`src/rtl/alu_share_pkg.sv`:
```
// Shared definitions for the ALU sharing arbiter: FSM states, ALU opcodes,
// requester indices and a small one-hot helper.
// Optional build macro: ALU_ARB_FIXED_PRIO_EN (used by alu_rr_grant).
package alu_share_pkg;

   typedef enum logic [1:0] {
      ST_IDLE = 2'd0,
      ST_EXEC = 2'd1,
      ST_DONE = 2'd2
   } state_t;

   // Settle counter is wide enough for ALU_LAT up to 15
   localparam int CNT_W = 4;

   // Opcodes shared with the ALU top
   localparam logic [2:0] ALU_ADD = 3'd0;
   localparam logic [2:0] ALU_SUB = 3'd1;
   localparam logic [2:0] ALU_AND = 3'd2;
   localparam logic [2:0] ALU_OR  = 3'd3;
   localparam logic [2:0] ALU_XOR = 3'd4;
   localparam logic [2:0] ALU_SLT = 3'd5;
   localparam logic [2:0] ALU_NOR = 3'd6;

   // Requester indices: instruction datapath and PC/branch-target unit
   localparam int REQ_DP = 0;
   localparam int REQ_PC = 1;

   // Turns a requester index into its one-hot 2-bit vector
   function automatic logic [1:0] req_onehot(input logic idx);
      return idx ? 2'b10 : 2'b01;
   endfunction

endpackage

```
`src/rtl/alu_rr_grant.sv`:
```
// Two-way combinational grant for the shared ALU.
// Default build alternates on a tie using last_grant; with
// ALU_ARB_FIXED_PRIO_EN defined, requester 0 always wins a tie.
module alu_rr_grant
   import alu_share_pkg::*;
(
   input  logic [1:0] valid,
   input  logic       last_grant,
   input  logic       en,
   output logic [1:0] grant
);

`ifdef ALU_ARB_FIXED_PRIO_EN
   logic unused_last_grant;
   assign unused_last_grant = last_grant;
`endif

   // Pick exactly one valid requester when the arbiter is able to accept
   always_comb begin
      grant = 2'b00;
      if (en) begin
         case (valid)
            2'b01:   grant = 2'b01;
            2'b10:   grant = 2'b10;
            2'b11: begin
`ifdef ALU_ARB_FIXED_PRIO_EN
               grant = req_onehot(1'(REQ_DP));
`else
               grant = req_onehot(~last_grant);
`endif
            end
            default: grant = 2'b00;
         endcase
      end
   end

endmodule

```
`src/rtl/alu_share_arbiter.sv`:
```
// Shares the single multicycle-datapath ALU between the instruction datapath
// (req 0) and the PC/branch-target unit (req 1). Latches the granted request,
// holds it on the ALU for ALU_LAT cycles, then returns a one-cycle response.
// Optional build macro: ALU_ARB_FIXED_PRIO_EN (fixed priority tie-break).
module alu_share_arbiter
   import alu_share_pkg::*;
#(
   parameter int WIDTH   = 32,
   parameter int OP_W    = 3,
   parameter int ALU_LAT = 2
) (
   input  logic               clk,
   input  logic               rst,
   input  logic [1:0]         req_valid,
   output logic [1:0]         req_ready,
   input  logic [2*OP_W-1:0]  req_op,
   input  logic [2*WIDTH-1:0] req_a,
   input  logic [2*WIDTH-1:0] req_b,
   output logic [OP_W-1:0]    alu_op,
   output logic [WIDTH-1:0]   alu_a,
   output logic [WIDTH-1:0]   alu_b,
   input  logic [WIDTH-1:0]   alu_result,
   input  logic               alu_zero,
   output logic [1:0]         resp_valid,
   output logic [WIDTH-1:0]   resp_data,
   output logic               resp_zero,
   output logic               busy
);

   state_t             state;
   state_t             state_next;
   logic [CNT_W-1:0]   cnt;
   logic               last_grant;
   logic [OP_W-1:0]    op_r;
   logic [WIDTH-1:0]   a_r;
   logic [WIDTH-1:0]   b_r;
   logic [WIDTH-1:0]   resp_data_r;
   logic               resp_zero_r;
   logic [1:0]         grant;
   logic               grant_en;
   logic               grant_idx;
   logic               transfer;
   logic               capture;

   assign grant_en  = (state == ST_IDLE) && !rst;
   assign grant_idx = grant[1];

   alu_rr_grant u_grant (
      .valid      (req_valid),
      .last_grant (last_grant),
      .en         (grant_en),
      .grant      (grant)
   );

   // State register; reset drops any in-flight operation
   always_ff @(posedge clk) begin
      if (rst) begin
         state <= ST_IDLE;
      end else begin
         state <= state_next;
      end
   end

   // Next-state and handshake/response strobes
   always_comb begin
      state_next = state;
      req_ready  = 2'b00;
      resp_valid = 2'b00;
      transfer   = 1'b0;
      capture    = 1'b0;
      case (state)
         ST_IDLE: begin
            req_ready = grant;
            if (|(req_valid & grant)) begin
               transfer   = 1'b1;
               state_next = ST_EXEC;
            end
         end
         ST_EXEC: begin
            if (cnt == '0) begin
               capture    = 1'b1;
               state_next = ST_DONE;
            end
         end
         ST_DONE: begin
            resp_valid = req_onehot(last_grant);
            state_next = ST_IDLE;
         end
         default: state_next = ST_IDLE;
      endcase
      if (rst) begin
         req_ready  = 2'b00;
         resp_valid = 2'b00;
      end
   end

   // Operand latch, settle counter, grant history and result capture
   always_ff @(posedge clk) begin
      if (rst) begin
         op_r        <= '0;
         a_r         <= '0;
         b_r         <= '0;
         cnt         <= '0;
         last_grant  <= 1'b1;
         resp_data_r <= '0;
         resp_zero_r <= 1'b0;
      end else begin
         if (transfer) begin
            op_r       <= grant_idx ? req_op[OP_W +: OP_W]   : req_op[0 +: OP_W];
            a_r        <= grant_idx ? req_a[WIDTH +: WIDTH]  : req_a[0 +: WIDTH];
            b_r        <= grant_idx ? req_b[WIDTH +: WIDTH]  : req_b[0 +: WIDTH];
            cnt        <= CNT_W'(ALU_LAT - 1);
            last_grant <= grant_idx;
         end
         if ((state == ST_EXEC) && (cnt != '0)) begin
            cnt <= cnt - 1'b1;
         end
         if (capture) begin
            resp_data_r <= alu_result;
            resp_zero_r <= alu_zero;
         end
      end
   end

   assign alu_op    = rst ? '0   : op_r;
   assign alu_a     = rst ? '0   : a_r;
   assign alu_b     = rst ? '0   : b_r;
   assign resp_data = rst ? '0   : resp_data_r;
   assign resp_zero = rst ? 1'b0 : resp_zero_r;
   assign busy      = (state != ST_IDLE) && !rst;

endmodule

```
`config.mk`:
```
export PLATFORM = sky130hd
export DESIGN_NAME = alu_share_arbiter
export DESIGN_NICKNAME = d
export VERILOG_FILES = /design/src/rtl/alu_share_pkg.sv /design/src/rtl/alu_rr_grant.sv /design/src/rtl/alu_share_arbiter.sv
export SDC_FILE = /design/constraint.sdc
export NUM_CORES = 1
export LEC_CHECK = 0
export ABC_AREA = 1
export BUFFER_PORTS_ARGS = -buffer_cell sky130_fd_sc_hd__buf_2
export CORE_MARGIN = 4
export CORE_UTILIZATION = 49
export CTS_BUF_LIST = sky130_fd_sc_hd__clkbuf_8 sky130_fd_sc_hd__clkbuf_16
export DETAILED_ROUTE_END_ITERATION = 12
export HOLD_SLACK_MARGIN = 0.1
export PLACE_DENSITY = 0.86
export SYNTH_ARGS = -nofsm -noshare
export SYNTH_HDL_FRONTEND = slang
export SYNTH_HIERARCHICAL = 1
export SYNTH_SLANG_ARGS = --single-unit
```
`constraint.sdc`:
```
create_clock -name clk -period 4.6 [get_ports clk]
set_input_delay 0.23 -clock clk [delete_from_list [all_inputs] [get_ports clk]]
set_output_delay 0.23 -clock clk [all_outputs]
set_load 0.05 [all_outputs]
```
=== Word-level counts from Yosys, hierarchy flattened ===
Cells that the tools add are included.

* Register bits: 107
* Output and inout port bits: 105
* Logic and storage cells: 53

* Add/subtract/negate cells: 1
* Equality and inequality tests: 7
* Multiplexer cells: 25
* Bitwise logic cells: 1
* Reduce and logical (&&, ||, !) cells: 11

{| class="wikitable"
|+ Operators by type and width
! cell !! count
|-
| $mux 32 || 5
|-
| $mux 2 || 9
|-
| $mux 4 || 2
|-
| $eq 2x2->1 const B || 3
|-
| $mux 3 || 2
|-
| $pmux 2 s3 || 1
|-
| $mux 1 || 5
|-
| $eq 2x1->1 const B || 2
|-
| $logic_not 4->1 || 1
|-
| $pmux 2 s2 || 1
|-
| $reduce_bool 2->1 || 2
|-
| $reduce_bool 4->1 || 1
|-
| $sub 4x1->4 const B || 1
|-
| $logic_and 1x1->1 || 3
|-
| $and 2x2->2 || 1
|-
| $logic_not 2->1 || 1
|-
| $ne 2x1->1 const B || 1
|-
| $ne 2x2->1 const B || 1
|-
| $reduce_and 2->1 || 1
|-
| $reduce_or 2->1 || 1
|-
| $logic_not 1->1 || 1
|}

=== Longest topological paths before layout ===
Gate-level depths: netlist (run 1).

* Depth in word-level cells: 9
* Depth in mapped cells: 12

=== Cells and area by module ===
The synthesis (run 1) kept the hierarchy.

{| class="wikitable"
|+ By module, submodules not included
! module !! instances !! cells an instance !! area an instance (um^2) !! seq. area each (um^2)
|-
| alu_share_arbiter || 1 || 821 || 5257.5 || 2142.1
|-
| alu_rr_grant || 1 || 5 || 21.3 || 0.0
|}

=== Worst setup path after synthesis (run 1) ===
OpenSTA, ideal clock, no wires.

* Kind: input to output
* From: input rst
* To: output resp_valid[0]
* Data arrival time: 1.988 ns
* Data required time: 4.370 ns
* Slack: 2.382 ns
* Cell stages on the path: 3
* Buffers on the path: 2
* Cell sequence: clkbuf_1 > buf_2 > nor4_1

* Longest elaborated chain between the ends: 1

{| class="wikitable"
|+ RTL lines
! element !! line !! RTL
|-
| start, declared || alu_share_arbiter.sv:13 || <nowiki>input logic rst,</nowiki>
|-
| $mux 2 || alu_share_arbiter.sv:91 || <nowiki>if (rst) begin</nowiki>
|-
| end, declared || alu_share_arbiter.sv:24 || <nowiki>output logic [1:0] resp_valid,</nowiki>
|}

No other way between the ends.

=== Worst setup path after layout (run 1) ===
* From: register state[1]
* To: output req_ready[1]

* Longest elaborated chain between the ends: 5

{| class="wikitable"
|+ RTL lines
! element !! line !! RTL
|-
| start, declared || alu_share_arbiter.sv:30 || <nowiki>state_t state;</nowiki>
|-
| start signal, assigned || alu_share_arbiter.sv:60 || <nowiki>state <= state_next;</nowiki>
|-
| $logic_not 2->1 || alu_share_arbiter.sv:45 || <nowiki>assign grant_en = (state == ST_IDLE) && !rst;</nowiki>
|-
| $logic_and 1x1->1 || alu_share_arbiter.sv:45 ||
|-
| net grant_en || alu_share_arbiter.sv:40 || <nowiki>logic grant_en;</nowiki>
|-
| $mux 2 || alu_rr_grant.sv:21 || <nowiki>if (en) begin</nowiki>
|-
| net grant[1] || alu_share_arbiter.sv:39 || <nowiki>logic [1:0] grant;</nowiki>
|-
| $mux 2 || alu_share_arbiter.sv:71 || <nowiki>case (state)</nowiki>
|-
| $mux 2 || alu_share_arbiter.sv:91 ||
|-
| end, declared || alu_share_arbiter.sv:15 || <nowiki>output logic [1:0] req_ready,</nowiki>
|}

The timed path passes the listed nets, and every way through them passes these cells.

==> flow_summary.yaml, run 1 <==
timing:
  setup_slack_ns: 1.73
  rsz0062_at_grt: "no"
  fin_tns_setup_ns: 0
  tightest_slew_ns: 1.10
  max_freq_ghz: 0.349
  fin_crit_sh_pct: 62.3
  timing_hold_violations_final: 0
  final-setup-viol-count: 0
  min_period_ns: 2.87
  relSlewSlack_pct: 26.5
  maxSlewViolCount: 0
  skew_ns: 0.0167
synthesis:
  synth_nets: 998
  synth_seq_cells: 107
  yosysWarnings: 6
  synthCells: 826
  netlist_area_mm2: 0.00528
  ys_types: 22
  avgSynthCellArea_um2: 6.39
  ys_seq_area_share_pct: 40.6
critical_path:
  endpoint_kind: "output pin"
  worstPathRequired_ns: 4.37
  cp_cell_sequence: "nor2_4 > inv_1 > nor2_1 > nand2_1 > a21oi_4 > buf_4 > nand2_1 > nor2_1 > buf_2"
  crit_arrival_ns: 2.64
  cp_top_family: "buffers and inverters"
  critPathMaxFanout: 136
  critPathBufInv: 3
  cp-start-kind: "register"
  criticalPathCategory: "reg -> out"
  critPathMaxStageDelay_ns: 0.79
  cp_slowest_cell: "buf_4"
floorplan:
  ioPinCount: 276
  dieArea_mm2: 0.0125
  initial_utilization_pct: 50.7
  core.rowCount: 37
  core_area_mm2: 0.0104
  chipHeight_um: 112
  die_w_um: 112
layout:
  layout.nets: 1255
  drive_gt1_share_pct: 27.7
  synthToLayoutAreaGrowth_pct: 33.2
  final_common_cell: "buf_2"
  num_antenna_cells: 0
  final_cell_mix: "275 x buf_2, 178 x inv_1, 119 x nand2_1"
global_routing:
  grt_overflow: 0
  antenna_found_initial: 0
  grt_max_degree: 137
  grt_pass1_wl_mm: 24.0
  grt_pass1_vias: 5418
  grt_usage_pct: 22.9
power:
  p_leak_uw: 0.00392
  pwr-share-comb_pct: 24.4
  irDropWorstVdd_mv: 0.176
  p_int_uw: 1500
  pwr-share-clk_pct: 29.5
  p_seq_share_pct: 46.1
  power_density_mw_per_mm2: 316
  p_sw_uw: 718
  swShare_pct: 32.3
route:
  ant_nets: 0
  routedWlPerCell_um: 12.2
  drtPass1Iterations: 5
  drcViolationCount: 0
  routed_wl_mm: 14.9
  vias_per_cell: 4.72
  drt_iter0_drc: 385
  vias: 5782
status:
  outcome: "finished, final reports clean"
clocking:
  cts_root_buf: "clkbuf_8"
  numCtsBuffers: 9
  cts_sinks: 107
  clk_pin_slew_ns: 0.11
  cts_buffer_depth: 2
  tritoncts: "built"
  cts_max_level: 3
  worstSkewPairLatency_ns: 0.36
placement:
  dp_slack_ns: 1.88
  dp_hpwl_mm: 10.4
  gp_congestion: 0.823
  io_buffer_count: 275
run:
  maxCapViolations: 0
min_path:
  hp-class: "in -> reg"
-- worst reg2reg max path, cell delays in order (launching register included) --
cell and delay (ns):
dfxtp_1 0.37, nor2_4 0.22, inv_1 0.06, nor2_1 0.12
nand2_1 0.10, a21oi_4 0.12, buf_4 0.79, o21ai_0 0.36
o21ai_1 0.21, a21oi_1 0.07
-- registers in the layout, indices dropped and copies added, names as in the netlist --
name	cells
a_r	32
last_grant	1
resp_zero_r	1
b_r	32
cnt	4
resp_data_r	32
state	2
op_r	3
-- final cells by class --
cell class,count,area [µm²]
fill,961,3380
timing repair buffer,302,1640
tap,136,170
inverter,179,672
multi-input combinational,484,2180
clock buffer,10,138
sequential,107,2140
clock inverter,6,95.1
-- metal layers --
metal	global-route usage (%)	routed length, µm
met5	0	0
met4	12.0	592
met3	5.87	1150
met2	41.2	7400
met1	24.7	5770
-- cell families (layout without fill, tap and decap cells) --
family | after synthesis | count (layout) | synth area share [%]
compound gates | 241 | 241 | 22.8
xor+xnor | 1 | 1 | 0.166
fa+ha+maj | 1 | 1 | 0.237
buf+inv | 235 | 497 | 18.5
flops | 107 | 107 | 40.6
simple gates | 241 | 241 | 17.7
-- synth_stat cells (all sizes together) --
cell	instances	area share [%]
clkbuf	16	1.2
nand3	8	0.85
buf	40	4.6
a21oi	106	10
o21ai	135	13
nor4	1	0.12
dfxtp	107	41
nor2	112	8.2
xor2	1	0.17
inv	179	13
nand2	120	8.6
ha	1	0.24
-- final timing paths --
check           startpoint              to  slack, ns  depth (start not counted)
min          alu_result[5]  resp_data_r[5]       0.12                          3
min reg2reg        b_r[16]         b_r[16]       0.46                          2
max               state[1]    req_ready[1]       1.73                          9
max reg2reg       state[1]          b_r[0]       2.04                          9
-- per-stage QoR --
stage | hold WS [ns] | util [%] | power (µW) | cell area, µm² | cells
after floorplan | 0.379 | - | 1420 | 5280 | 826
after global placement | 0.440 | 63.1 | 1560 | 6570 | 1185
after detailed placement | 0.444 | 63.1 | 1570 | 6570 | 1185
after CTS | 0.102 | 67.5 | 2240 | 7030 | 1224
after global routing | 0.114 | 67.5 | 2340 | 7030 | 1224
final | 0.119 | 67.5 | 2220 | 7030 | 1224
-- power by group through the flow --
stage	clock network, µW	registers (µW)	logic, µW
final	655	1020	543
after global routing	705	1030	603
after CTS	672	1020	544
after detailed placement	0	1050	528
after global placement	0	1040	520
after floorplan	0	1040	385
-- what timing repair did --
item,4_1_cts,5_1_grt
setup endpoints to repair,0,0
resized for setup,0,0
hold buffers,23,0
hold endpoints to repair,23,0
setup buffers,0,0
No activity file was read; power rests on OpenSTA's default activity.
==> run 2, diff against run 1 <==
--- a/config.mk
+++ b/config.mk
@@ -8,11 +8,11 @@
 export ABC_AREA = 1
 export BUFFER_PORTS_ARGS = -buffer_cell sky130_fd_sc_hd__buf_2
 export CORE_MARGIN = 4
-export CORE_UTILIZATION = 49
+export CORE_UTILIZATION = 46
 export CTS_BUF_LIST = sky130_fd_sc_hd__clkbuf_8 sky130_fd_sc_hd__clkbuf_16
 export DETAILED_ROUTE_END_ITERATION = 12
 export HOLD_SLACK_MARGIN = 0.1
-export PLACE_DENSITY = 0.86
+export PLACE_DENSITY = 0.81
 export SYNTH_ARGS = -nofsm -noshare
 export SYNTH_HDL_FRONTEND = slang
 export SYNTH_HIERARCHICAL = 1
==> constraint.sdc (replaced) <==
create_clock -name clk -period 2.8 [get_ports clk]
set_input_delay 0.14 -clock clk [delete_from_list [all_inputs] [get_ports clk]]
set_output_delay 0.14 -clock clk [all_outputs]
set_load 0.05 [all_outputs]
==> run 2 against run 1 <==
Hold slack improved by 0.054 ns; critical path type unchanged; final area up 2.7%; register-to-register slack got worse by 1.3 ns; highest routed layer unchanged.
==> flow_summary.yaml, run 2 (synthesis results as in run 1) <==
status:
  outcome: "finished, final reports clean"
run:
  maxCapViolations: 0
timing:
  timing_hold_violations_final: 0
  tightest_slew_ns: 0.726
  fin_tns_setup_ns: 0
  skew_ns: 0.0103
  rsz0062_at_grt: "no"
  maxSlewViolCount: 0
  relSlewSlack_pct: 51.6
  max_freq_ghz: 0.419
  fin_crit_sh_pct: 85.2
  final-setup-viol-count: 0
  min_period_ns: 2.39
floorplan:
  ioPinCount: 276
  core.rowCount: 38
  dieArea_mm2: 0.0133
  chipHeight_um: 115
  initial_utilization_pct: 47.9
  core_area_mm2: 0.0110
  die_w_um: 115
route:
  drt_iter0_drc: 335
  drcViolationCount: 0
  route.top_layer_used: "met4"
  vias: 5765
  vias_per_cell: 4.64
  routed_wl_mm: 15.3
  dr_wl_met3_mm: 1.29
  route.met2.wl_mm: 7.37
  ant_nets: 0
  routedWlPerCell_um: 12.3
  drtPass1Iterations: 4
  wl_met1_mm: 6.13
critical_path:
  criticalPathCategory: "reg -> out"
  critPathMaxFanout: 136
  reg2reg_to: "b_r[18]"
  reg2reg_from: "state[1]"
  worstPathRequired_ns: 2.66
  crit_arrival_ns: 2.25
  rr_worst_depth: 11
  cp-start-kind: "register"
  endpoint_kind: "output pin"
  reg2reg_slack_ns: 0.70
power:
  p_leak_uw: 0.00400
  power_density_mw_per_mm2: 523
  p_sw_uw: 1220
  p_seq_share_pct: 44.5
  p_int_uw: 2550
  swShare_pct: 32.4
  p_total_uw: 3780
  irDropWorstVdd_mv: 0.311
  pwr-share-comb_pct: 24.1
  pwr-share-clk_pct: 31.4
layout:
  ff_latch_area_mm2: 0.00214
  final_area_mm2: 0.00722
  fillers: 1016
  synthToLayoutAreaGrowth_pct: 36.9
  final_cell_mix: "275 x buf_2, 178 x inv_1, 119 x nand2_1"
  final_common_cell: "buf_2"
  drive_gt1_share_pct: 27.6
  layout.nets: 1269
  multi_input_area_mm2: 0.00218
  reg_top3: "a_r x32, b_r x32, resp_data_r x32"
clocking:
  clk_pin_slew_ns: 0.08
  cts_root_buf: "clkbuf_16"
  tritoncts: "built"
  cts_setup_buffers: 0
  numCtsBuffers: 9
  cts_sinks: 107
  cts_max_level: 3
  cts_buffer_depth: 2
  worstSkewPairLatency_ns: 0.34
global_routing:
  grt_usage_pct: 21.8
  antenna_found_initial: 0
  grt_overflow: 0
  grt_max_degree: 137
  grt_pass1_vias: 5124
  grt_pass1_wl_mm: 23.4
placement:
  dp_hpwl_mm: 10.4
  postPlaceCellArea_mm2: 0.00662
  io_buffer_count: 275
  gp_congestion: 0.816
min_path:
  hp-class: "in -> reg"
  hold_end: "op_r[0]"
  min_from: "req_op[3]"
  min_delay_path_depth: 5
[run 2: cell count changes in the layout (fill, tap and decap cells not counted), sizes merged]
cell	before	now
diode	0	1
clkinv	2	3
dlygate4sd3	23	33
bufinv	2	0
clkbuf	10	9
buf	279	283
clkinvlp	0	1
[run 2: worst max-delay path by stage]
stage	start	endpoint	slack (ns)	cells after the start
after global routing	state[1]	req_ready[1]	0.16	9
after CTS	state[1]	req_ready[1]	0.37	9
after global placement	state[1]	req_ready[1]	0.79	9
final	state[1]	req_ready[1]	0.41	9
after detailed placement	state[1]	a_r[13]	0.73	11
after floorplan	state[1]	req_ready[1]	0.69	9
[run 2: power by group through the flow]
stage	Sequential [µW]	Clock [µW]	Combinational, µW
after global placement	1710	0	861
after floorplan	1710	0	632
after global routing	1690	1280	1010
after detailed placement	1720	0	871
final	1680	1190	911
after CTS	1680	1220	910
[run 2: what timing repair did]
| action | in CTS | in global routing |
|---|---|---|
| gates resized for setup | 0 | 0 |
| hold buffers | 33 | 0 |
| hold endpoints to repair | 33 | 0 |
[run 2: per-layer routing]
metal | track usage [%] | vias to the layer above
met2 | 37.8 | 221
li1 | - | 3059
met4 | 10.2 | 0
met5 | 0 | -
met1 | 25.2 | 2441
met3 | 5.26 | 44
[run 2: worst max-delay path, stage by stage (launching register included)]
cell and delay, ns:
dfxtp_1 0.36, nor2_4 0.22, inv_1 0.06, nor2_1 0.12, nand2_1 0.11, a21oi_4 0.16
buf_12 0.39, nand2_1 0.10, nor2_1 0.09, buf_2 0.29
[run 2: final cells by class]
cell class	count	area share [%]
Sequential cell	107	29.7
Inverter	179	9.30
Tap cell	140	2.42
Clock buffer	9	3.12
Clock inverter	6	0.693
Timing Repair Buffer	316	24.6
Antenna cell	1	0.0346
Multi-Input combinational cell	484	30.2
[run 2: stage by stage]
stage,utilization (%),worst slack [ns],std cells,hold WS [ns]
CTS,65.5,0.375,1241,0.158
global route,65.5,0.158,1241,0.186
global placement,60.0,0.787,1193,0.377
finish,65.5,0.414,1242,0.172
floorplan,-,0.688,826,0.289
detailed placement,60.0,0.732,1193,0.387
==> run 3, diff against run 2 <==
--- a/config.mk
+++ b/config.mk
@@ -7,12 +7,13 @@
 export LEC_CHECK = 0
 export ABC_AREA = 1
 export BUFFER_PORTS_ARGS = -buffer_cell sky130_fd_sc_hd__buf_2
+export CORE_ASPECT_RATIO = 0.75
 export CORE_MARGIN = 4
-export CORE_UTILIZATION = 46
+export CORE_UTILIZATION = 49
 export CTS_BUF_LIST = sky130_fd_sc_hd__clkbuf_8 sky130_fd_sc_hd__clkbuf_16
 export DETAILED_ROUTE_END_ITERATION = 12
 export HOLD_SLACK_MARGIN = 0.1
-export PLACE_DENSITY = 0.81
+export PLACE_DENSITY = 0.86
 export SYNTH_ARGS = -nofsm -noshare
 export SYNTH_HDL_FRONTEND = slang
 export SYNTH_HIERARCHICAL = 1
==> constraint.sdc (replaced) <==
create_clock -name clk -period 2.9 [get_ports clk]
set_input_delay 0.145 -clock clk [delete_from_list [all_inputs] [get_ports clk]]
set_output_delay 0.145 -clock clk [all_outputs]
set_load 0.05 [all_outputs]
==> run 3 against run 2 <==
Largest power group unchanged; utilization increased by 4.0 points; highest routed layer unchanged; count of clock-buffer cells in the layout increased by 1; non-clock buffer count unchanged; clock skew down 0.0023 ns; combinational power down 2.6%.
==> flow_summary.yaml, run 3 (synthesis results as in run 1) <==
critical_path:
  cp-start-kind: "register"
  critPathMaxFanout: 136
  criticalPathCategory: "reg -> out"
  crit_arrival_ns: 2.17
  cp_top_family: "buffers and inverters"
  critPathBufInv: 3
  cp_cell_sequence: "nor2_4 > inv_1 > nor2_1 > nand2_1 > a21oi_4 > buf_12 > nand2_1 > nor2_1 > buf_2"
  critPathMaxStageDelay_ns: 0.38
  endpoint_kind: "output pin"
  cp_slowest_cell: "buf_12"
  worstPathRequired_ns: 2.76
timing:
  maxSlewViolCount: 0
  rsz0062_at_grt: "no"
  timing_hold_violations_final: 0
  min_period_ns: 2.32
  hold_slack_ns: 0.188
  max_freq_ghz: 0.431
  tightest_slew_ns: 0.788
  fin_tns_setup_ns: 0
  final-setup-viol-count: 0
  relSlewSlack_pct: 47.4
  fin_crit_sh_pct: 80.0
  skew_ns: 0.00802
clocking:
  cts_max_level: 3
  cts_setup_buffers: 0
  cts_sinks: 107
  numCtsBuffers: 9
  cts_buffer_depth: 2
  tritoncts: "built"
  hold_buffers: 33
  clk_pin_slew_ns: 0.07
  cts_root_buf: "clkbuf_16"
  cts_resized: 0
  worstSkewPairLatency_ns: 0.34
layout:
  final_area_mm2: 0.00723
  final_common_cell: "buf_2"
  layout.nets: 1269
  final_cells: 1238
  drive_gt1_share_pct: 27.6
  num_antenna_cells: 0
  finish.utilization_pct: 69.5
  fillers: 917
  final_cell_mix: "275 x buf_2, 179 x inv_1, 119 x nand2_1"
  synthToLayoutAreaGrowth_pct: 37.0
  reg_top3: "a_r x32, b_r x32, resp_data_r x32"
placement:
  gp_congestion: 0.815
  dp_hpwl_mm: 10.6
  io_buffer_count: 275
  place_inst: 1189
  postPlaceCellArea_mm2: 0.00662
global_routing:
  use_met1_pct: 27.4
  busiest_layer: "met2"
  met3_usage_pct: 5.41
  grtUsageMet2_pct: 42.2
  grt_overflow: 0
  grt_max_degree: 137
  grt_usage_pct: 23.5
  grt_pass1_wl_mm: 24.3
  grt_pass1_vias: 5377
  antenna_found_initial: 0
power:
  pwr-share-comb_pct: 24.3
  power_density_mw_per_mm2: 504
  swShare_pct: 31.8
  p_sw_uw: 1160
  pwr-share-clk_pct: 31.1
  p_int_uw: 2490
  irDropWorstVdd_mv: 0.339
  p_seq_share_pct: 44.6
  p_leak_uw: 0.00401
status:
  outcome: "finished, final reports clean"
route:
  routedWlPerCell_um: 12.4
  drt_iter0_drc: 281
  routed_wl_mm: 15.4
  ant_nets: 0
  vias_per_cell: 4.74
  vias: 5873
  drcViolationCount: 0
  drtPass1Iterations: 5
floorplan:
  core_area_mm2: 0.0104
  die_w_um: 128
  dieArea_mm2: 0.0125
  core.rowCount: 32
  initial_utilization_pct: 50.7
  chipHeight_um: 97.9
  ioPinCount: 276
run:
  maxCapViolations: 0
min_path:
  hp-class: "in -> reg"
-- run 3: layer usage --
metal  routed length, µm  vias to the layer above
li1                    -                     3063
met1                6140                     2532
met2                7580                      241
met3                1220                       37
met4                 429                        0
met5                   0                        -
-- run 3: power by group through the flow --
| stage | registers, µW | clock network (µW) | logic, µW |
|---|---|---|---|
| 2_1_floorplan | 1650 | 0 | 611 |
| 4_1_cts | 1620 | 1160 | 884 |
| 5_1_grt | 1640 | 1210 | 981 |
| 6_report | 1620 | 1130 | 887 |
| 3_5_place_dp | 1660 | 0 | 846 |
| 3_3_place_gp | 1650 | 0 | 832 |
-- run 3: cell type report --
class	count	area, µm²	share of cell area, %
Clock buffer	10	239	3.30
Clock inverter	6	41.3	0.571
Inverter	179	672	9.29
Multi-Input combinational cell	484	2180	30.1
Sequential cell	107	2140	29.6
Tap cell	136	170	2.35
Timing Repair Buffer	316	1790	24.8
-- run 3: metrics by stage --
stage	total power, µW	setup WS [ns]
floorplan	2260	0.783
global placement	2480	0.763
detailed placement	2500	0.675
CTS	3670	0.537
global route	3830	0.340
finish	3640	0.580
-- run 3: path summary, 6_finish.rpt --
| check | startpoint | to | slack, ns | depth (start not counted) |
|---|---|---|---|---|
| worst min-delay path | req_a[62] | a_r[30] | 0.19 | 5 |
| worst max-delay path | state[1] | req_ready[1] | 0.58 | 9 |
| worst min register to register | a_r[9] | a_r[9] | 0.45 | 2 |
| worst max register to register | state[1] | a_r[31] | 0.67 | 11 |
-- run 3: worst min-delay path, cell delays in order --
cell	delay [ns]
buf_2	0.08
nand2_1	0.04
o21ai_0	0.06
o21ai_1	0.07
a21oi_1	0.10
